[config.mk]
export PLATFORM = sky130hd
export DESIGN_NAME = cc_speed_counter
export DESIGN_NICKNAME = d
export VERILOG_FILES = /design/src/rtl/cc_speed_pkg.sv /design/src/rtl/cc_speed_counter_button.sv /design/src/rtl/cc_speed_counter.sv
export SDC_FILE = /design/constraint.sdc
export NUM_CORES = 1
export LEC_CHECK = 0
export BUFFER_PORTS_ARGS = -buffer_cell sky130_fd_sc_hd__buf_4
export CORE_ASPECT_RATIO = 1.2
export CORE_MARGIN = 1
export CORE_UTILIZATION = 55
export CTS_BUF_LIST = sky130_fd_sc_hd__clkbuf_8
export CTS_CLUSTER_SIZE = 16
export DETAILED_ROUTE_END_ITERATION = 7
export HOLD_SLACK_MARGIN = 0.15
export PLACE_DENSITY = 0.88
export SLEW_MARGIN = 10
export SYNTH_ARGS = -nofsm -noshare
export SYNTH_HDL_FRONTEND = slang
export SYNTH_HIERARCHICAL = 1
export SYNTH_SLANG_ARGS = --single-unit
[constraint.sdc]
create_clock -name CC_SPEEDCOUNTER_CLOCK_50 -period 6.5 [get_ports CC_SPEEDCOUNTER_CLOCK_50]
set_input_delay 1.3 -clock CC_SPEEDCOUNTER_CLOCK_50 [delete_from_list [all_inputs] [get_ports CC_SPEEDCOUNTER_CLOCK_50]]
set_output_delay 1.3 -clock CC_SPEEDCOUNTER_CLOCK_50 [all_outputs]
set_load 0.01 [all_outputs]
[src/rtl/cc_speed_pkg.sv]
// Shared types and defaults for the speed time-base generator.
// Holds the FSM/pending encodings and the pending-request merge rule.
package cc_speed_pkg;

  localparam int unsigned        LEVEL_W   = 2;
  localparam logic [LEVEL_W-1:0] LEVEL_MAX = 2'd3;

  localparam int unsigned DEF_DATAWIDTH = 32;
  localparam int unsigned DEF_TIME_L0   = 40_000_000;
  localparam int unsigned DEF_TIME_L1   = 30_000_000;
  localparam int unsigned DEF_TIME_L2   = 20_000_000;
  localparam int unsigned DEF_TIME_L3   = 10_000_000;

  typedef enum logic [1:0] {
    ST_IDLE,
    ST_RUN,
    ST_PAUSE
  } state_e;

  typedef enum logic [1:0] {
    PEND_NONE,
    PEND_UP,
    PEND_DOWN
  } pend_e;

  // Simultaneous up+down leaves the pending step untouched; an opposite request cancels it.
  function automatic pend_e merge_request(input pend_e cur, input logic up, input logic dn);
    pend_e res;
    res = cur;
    if (up && !dn) begin
      res = (cur == PEND_DOWN) ? PEND_NONE : PEND_UP;
    end else if (dn && !up) begin
      res = (cur == PEND_UP) ? PEND_NONE : PEND_DOWN;
    end
    return res;
  endfunction

endpackage

[src/rtl/cc_speed_counter_button.sv]
// Push-button conditioner: 2-flop synchronizer, falling-edge detect,
// registered one-cycle pulse appearing 3 cycles after the pin falls.
module cc_button_edge
  import cc_speed_pkg::*;
(
  input  logic clk_i,
  input  logic rst_i,
  input  logic btn_n_i,
  output logic pulse_o
);

  logic sync1_q, sync2_q, hist_q, pulse_q;

  always_ff @(posedge clk_i) begin
    if (rst_i) begin
      sync1_q <= 1'b1;
      sync2_q <= 1'b1;
      hist_q  <= 1'b1;
      pulse_q <= 1'b0;
    end else begin
      sync1_q <= btn_n_i;
      sync2_q <= sync1_q;
      hist_q  <= sync2_q;
      pulse_q <= hist_q & ~sync2_q;
    end
  end

  assign pulse_o = pulse_q;

endmodule

[src/rtl/cc_speed_counter.sv]
// Speed time-base: counts 0..Time_cte, feeds the comparator buses, and
// steps the speed level (and its time constant) only on period boundaries.
module cc_speed_counter
  import cc_speed_pkg::*;
#(
  parameter int unsigned SPEEDCOUNTER_DATAWIDTH = DEF_DATAWIDTH,
  parameter int unsigned SPEEDCOUNTER_TIME_L0   = DEF_TIME_L0,
  parameter int unsigned SPEEDCOUNTER_TIME_L1   = DEF_TIME_L1,
  parameter int unsigned SPEEDCOUNTER_TIME_L2   = DEF_TIME_L2,
  parameter int unsigned SPEEDCOUNTER_TIME_L3   = DEF_TIME_L3
) (
  input  logic                              CC_SPEEDCOUNTER_CLOCK_50,
  input  logic                              CC_SPEEDCOUNTER_RESET_InHigh,
  input  logic                              CC_SPEEDCOUNTER_enable_InHigh,
  input  logic                              CC_SPEEDCOUNTER_speedUp_InLow,
  input  logic                              CC_SPEEDCOUNTER_speedDown_InLow,
  output logic [SPEEDCOUNTER_DATAWIDTH-1:0] CC_SPEEDCOUNTER_data_OutBUS,
  output logic [SPEEDCOUNTER_DATAWIDTH-1:0] CC_SPEEDCOUNTER_Time_cte_OutBUS,
  output logic [LEVEL_W-1:0]                CC_SPEEDCOUNTER_level_OutBUS,
  output logic                              CC_SPEEDCOUNTER_tick_OutHigh
);

  localparam int unsigned DW = SPEEDCOUNTER_DATAWIDTH;

  logic clk, rst, en;
  assign clk = CC_SPEEDCOUNTER_CLOCK_50;
  assign rst = CC_SPEEDCOUNTER_RESET_InHigh;
  assign en  = CC_SPEEDCOUNTER_enable_InHigh;

  logic up_req, dn_req;

  cc_button_edge u_btn_up (
    .clk_i   (clk),
    .rst_i   (rst),
    .btn_n_i (CC_SPEEDCOUNTER_speedUp_InLow),
    .pulse_o (up_req)
  );

  cc_button_edge u_btn_dn (
    .clk_i   (clk),
    .rst_i   (rst),
    .btn_n_i (CC_SPEEDCOUNTER_speedDown_InLow),
    .pulse_o (dn_req)
  );

  function automatic logic [DW-1:0] level_time(input logic [LEVEL_W-1:0] lvl);
    logic [DW-1:0] t;
    case (lvl)
      2'd0:    t = DW'(SPEEDCOUNTER_TIME_L0);
      2'd1:    t = DW'(SPEEDCOUNTER_TIME_L1);
      2'd2:    t = DW'(SPEEDCOUNTER_TIME_L2);
      default: t = DW'(SPEEDCOUNTER_TIME_L3);
    endcase
    return t;
  endfunction

  state_e             state_q, state_d;
  logic [DW-1:0]      data_q, data_d;
  logic [DW-1:0]      tcte_q, tcte_d;
  logic [LEVEL_W-1:0] level_q, level_d;
  pend_e              pend_q, pend_d, pend_eff;
  logic               tick_q, tick_d;
  logic               wrap, apply_step;

  always_comb begin
    state_d    = state_q;
    data_d     = data_q;
    level_d    = level_q;
    pend_eff   = merge_request(pend_q, up_req, dn_req);
    pend_d     = pend_eff;
    apply_step = 1'b0;
    wrap       = (data_q >= tcte_q);

    case (state_q)
      ST_IDLE: begin
        data_d     = '0;
        apply_step = 1'b1;
        if (en) state_d = ST_RUN;
      end
      ST_RUN: begin
        if (en) begin
          if (wrap) begin
            data_d     = '0;
            apply_step = 1'b1;
          end else begin
            data_d = data_q + DW'(1);
          end
        end else begin
          state_d = ST_PAUSE;
        end
      end
      ST_PAUSE: begin
        if (en) state_d = ST_RUN;
      end
      default: state_d = ST_IDLE;
    endcase

    // A step that would leave 0..3 is dropped, but the request is still consumed.
    if (apply_step) begin
      pend_d = PEND_NONE;
      if (pend_eff == PEND_UP && level_q != LEVEL_MAX) begin
        level_d = level_q + LEVEL_W'(1);
      end else if (pend_eff == PEND_DOWN && level_q != '0) begin
        level_d = level_q - LEVEL_W'(1);
      end
    end

    tcte_d = level_time(level_d);
    tick_d = (state_d == ST_RUN) && (data_d == tcte_d);
  end

  always_ff @(posedge clk) begin
    if (rst) begin
      state_q <= ST_IDLE;
      data_q  <= '0;
      level_q <= '0;
      tcte_q  <= level_time('0);
      pend_q  <= PEND_NONE;
      tick_q  <= 1'b0;
    end else begin
      state_q <= state_d;
      data_q  <= data_d;
      level_q <= level_d;
      tcte_q  <= tcte_d;
      pend_q  <= pend_d;
      tick_q  <= tick_d;
    end
  end

  assign CC_SPEEDCOUNTER_data_OutBUS     = data_q;
  assign CC_SPEEDCOUNTER_Time_cte_OutBUS = tcte_q;
  assign CC_SPEEDCOUNTER_level_OutBUS    = level_q;
  assign CC_SPEEDCOUNTER_tick_OutHigh    = tick_q;

endmodule
==> summary.md <==
| Metric | Value |
|---|---|
| Outcome | finished, final reports clean |
| Pwr dens | 151.7 nW/um^2 |
| I/O pin count | 72 |
| P_leak | 0.001863 uW |
| Final max-slew violation count | 0 |
| Clock Path Buffers | 2 |
| EDFF count, synth | 0 |
| Seq/Total Area, Yosys | 28.53% |
| Share of the core filled with cells | 64.04% |
| Share of layout cells above drive strength 1 | 16.79% |
| Critical path type | flip-flop to flip-flop |
| H-tree levels | 2 |
| Postcts setup bufs | 0 |
| Final setup violation count | 0 |
| CP startpoint kind | flip-flop |
| Crit-path max FO | 12 |
| Multi-input logic area | 2502 um^2 |
| Row count | 33 |
| Data required time of the worst path | 6.73 ns |
| Cell family with most CP delay | compound AO/OA/AOI/OAI gates |
| Number of DRC markers in iteration 0 | 431 |
| First-pass GRT wire length | 19130 um |
| RSZ-0062 raised after global routing | no |
| Slew headroom | 21.11% |
| Pin slew with the least headroom to its limit | 1.183 ns |
| Worst skew pair latency | 0.32 ns |
| Synthesis Warnings | 6 |
| Post-synthesis cell type count | 67 |
| Ant. Diodes | 0 |
| Die height | 94.60 um |
| Synth Cell Area | 3930 um^2 |
| Max-cap violation count | 0 |
| Clk pin slew, worst setup/hold paths | 0.12 ns |
| Setup Skew | 0.008575 ns |
| Fillers | 632 |
| Design area | 4389 um^2 |
| Worst vdd ir | 140.1 uV |
| Post-CTS sizing | 0 |
| CP Capture Type | flip-flop |
| CTS root buf | clkbuf_8 |
| CTS tree | built |
| Post-CTS Hold Buffers | 0 |
| Routed vias | 3945 |
| Routability cong. | 0.9917 |
| Vias in the first global route | 3579 |
| CP arrival | 6.03 ns |
| Layout net count | 574 |
| WL final | 12200 um |
| DR vias/cell | 6.272 |
| Cell with the largest stage delay on the worst path | dfxtp_1 |
| Largest net degree at the start of global routing | 37 |
| Sink Count | 56 |
| Register area | 1121 um^2 |
| Initial core utilization | 57.34% |
| Hold Violations, Final | 0 |
| Chip width | 79.17 um |
| Setup TNS Final | 0 ns |
| Antenna Nets Post-Route | 0 |
| Fmax | 0.1725 GHz |
| Area Overhead vs Synth | 11.68% |
| Synth async-reset ratio | 0% |
| Post-route DRC | 0 |
| DP HPWL | 9218 um |
| CP peak stage delay | 0.66 ns |
| Top_reg_cell synth | dfxtp_1 |
| Min cycle time layout | 5.798 ns |
| Post-DP Area | 4295 um^2 |
| Yosys reg bits | 56 |
| Critical-path cell list | ha_1, nand4_1, nor3_1, or4_1, o21ai_0, a21oi_1, a2bb2oi_1, o22ai_1, a21oi_1, inv_1, ha_1, xor2_1, nor3_1, nand3_1, a211oi_1, nor2_1, a2111oi_0, o2111ai_1, or4_1, a2111oi_2 |
| Die area | 7489 um^2 |
| Cells after Synth | 505 |
| Wirelength per Cell | 19.39 um |
| TritonCTS Buffers | 5 |
| Worst hold path class | flip-flop to flip-flop |
| Drt pass-1 iters | 7 |
| Synthesized area per cell | 7.782 um^2 |
| PortBufs | 57 |
| Core area | 6854 um^2 |
| Final Cycle Share | 89.20% |
| Antenna violations before repair | 0 |
| Congestion Overflow GR | 0 |
| CP bufs+invs | 1 |
| Total track usage | 34.03% |
==> layout by cell type, fill, tap and decap left out, types with 10 or more instances in the layout <==
master | synthesis | final
nand2_1 | 33 | 33
nor3_1 | 17 | 17
and2_1 | 14 | 14
a21oi_1 | 32 | 32
nand4_1 | 12 | 12
ha_1 | 28 | 28
nor2_1 | 62 | 62
xnor2_1 | 11 | 11
inv_1 | 22 | 22
xor2_1 | 10 | 10
buf_4 | 23 | 64
conb_1 | 1 | 14
nand3_1 | 23 | 23
o21ai_0 | 19 | 18
dfxtp_1 | 56 | 56
==> per-layer routing <==
| layer | vias up | wire length (um) | GRT usage (%) |
|---|---|---|---|
| met1 | 1826 | 4796 | 41.33 |
| met4 | 0 | 678 | 20.15 |
| met2 | 234 | 5665 | 55.10 |
| li1 | 1834 | - | - |
| met3 | 51 | 1058 | 7.246 |
| met5 | - | 0 | 0 |
==> cell usage after synthesis, types with 3 or more instances <==
master | count | share of area, %
buf_2 | 5 | 0.64
o22ai_1 | 3 | 0.48
nor2b_1 | 8 | 1.3
or2_2 | 3 | 0.48
a2111oi_0 | 3 | 0.67
nor3_2 | 3 | 0.76
xnor2_1 | 11 | 2.5
nor4_1 | 4 | 0.64
a211oi_1 | 4 | 0.76
nor2_1 | 62 | 5.9
nand2b_1 | 8 | 1.3
nand2_1 | 33 | 3.2
xor2_1 | 10 | 2.2
clkbuf_1 | 19 | 1.8
and3_1 | 6 | 0.96
dfxtp_1 | 56 | 29
o21ai_0 | 19 | 2.4
buf_4 | 23 | 4.4
or3_1 | 8 | 1.3
nand3_1 | 23 | 2.9
and2_1 | 14 | 2.2
or2_1 | 7 | 1.1
and4_1 | 3 | 0.67
ha_1 | 28 | 8.9
nor3_1 | 17 | 2.2
inv_1 | 22 | 2.1
a21oi_1 | 32 | 4.1
or4_1 | 4 | 0.76
nand4_1 | 12 | 1.9
==> worst paths after layout <==
kind                                                                 start                                 endpoint  slack, ns  cells past startpoint
worst max-delay path            CC_SPEEDCOUNTER_data_OutBUS[13]$_SDFF_PP0_  CC_SPEEDCOUNTER_tick_OutHigh$_SDFF_PP0_       0.70                     20
worst min register to register                 u_btn_dn/sync2_q$_SDFF_PP1_              u_btn_dn/pulse_o$_SDFF_PP0_       0.42                      1
worst min-delay path                           u_btn_dn/sync2_q$_SDFF_PP1_              u_btn_dn/pulse_o$_SDFF_PP0_       0.42                      1
worst max register to register  CC_SPEEDCOUNTER_data_OutBUS[13]$_SDFF_PP0_  CC_SPEEDCOUNTER_tick_OutHigh$_SDFF_PP0_       0.70                     20
==> sequential cells by signal, indices dropped and copies added, names as in the netlist <==
signal	flops
u_btn_up/sync1_q	1
CC_SPEEDCOUNTER_data_OutBUS	32
state_q	2
CC_SPEEDCOUNTER_Time_cte_OutBUS	9
pend_q	2
u_btn_dn/pulse_o	1
u_btn_dn/sync1_q	1
u_btn_up/hist_q	1
u_btn_dn/sync2_q	1
u_btn_up/pulse_o	1
CC_SPEEDCOUNTER_tick_OutHigh	1
u_btn_up/sync2_q	1
CC_SPEEDCOUNTER_level_OutBUS	2
u_btn_dn/hist_q	1
==> area by class of cell <==
type | count | share of cell area [%]
clock buffer | 5 | 1.568
clock inverter | 3 | 0.5701
inverter | 22 | 1.881
multi-input combinational | 392 | 57.01
sequential | 56 | 25.54
tap | 87 | 2.480
timing repair buffer | 64 | 10.95
==> power by group <==
group	internal (uW)	switching, uW	total [uW]
Combinational	35.0	66.1	101
Sequential	348	4.81	353
Clock	79.1	133	212
Total	463	203	666
==> metrics by stage <==
step	instances	setup WS, ns	hold WS [ns]	total power [uW]
after global placement	621	0.9551	0.3922	457.3
after global routing	629	0.3302	0.4319	689.3
after floorplan	518	1.323	0.3854	432.9
after CTS	629	0.7839	0.4248	664.0
final	629	0.7018	0.4215	666.0
after detailed placement	621	0.8341	0.3958	459.1
==> cells by family (layout without fill, tap and decap cells) <==
group	count (synthesis)	count (layout)	synth area share, %
flip-flops	56	56	28.53
multiplexers	3	3	0.7959
adder cells (fa/ha/maj)	28	28	8.914
XOR/XNOR	21	21	4.680
other	1	14	0.09542
AO/OA/AOI/OAI	97	97	16.56
buffers and inverters	70	94	9.042
AND/OR/NAND/NOR	229	229	31.39
Power figures use the tool's default switching activity.
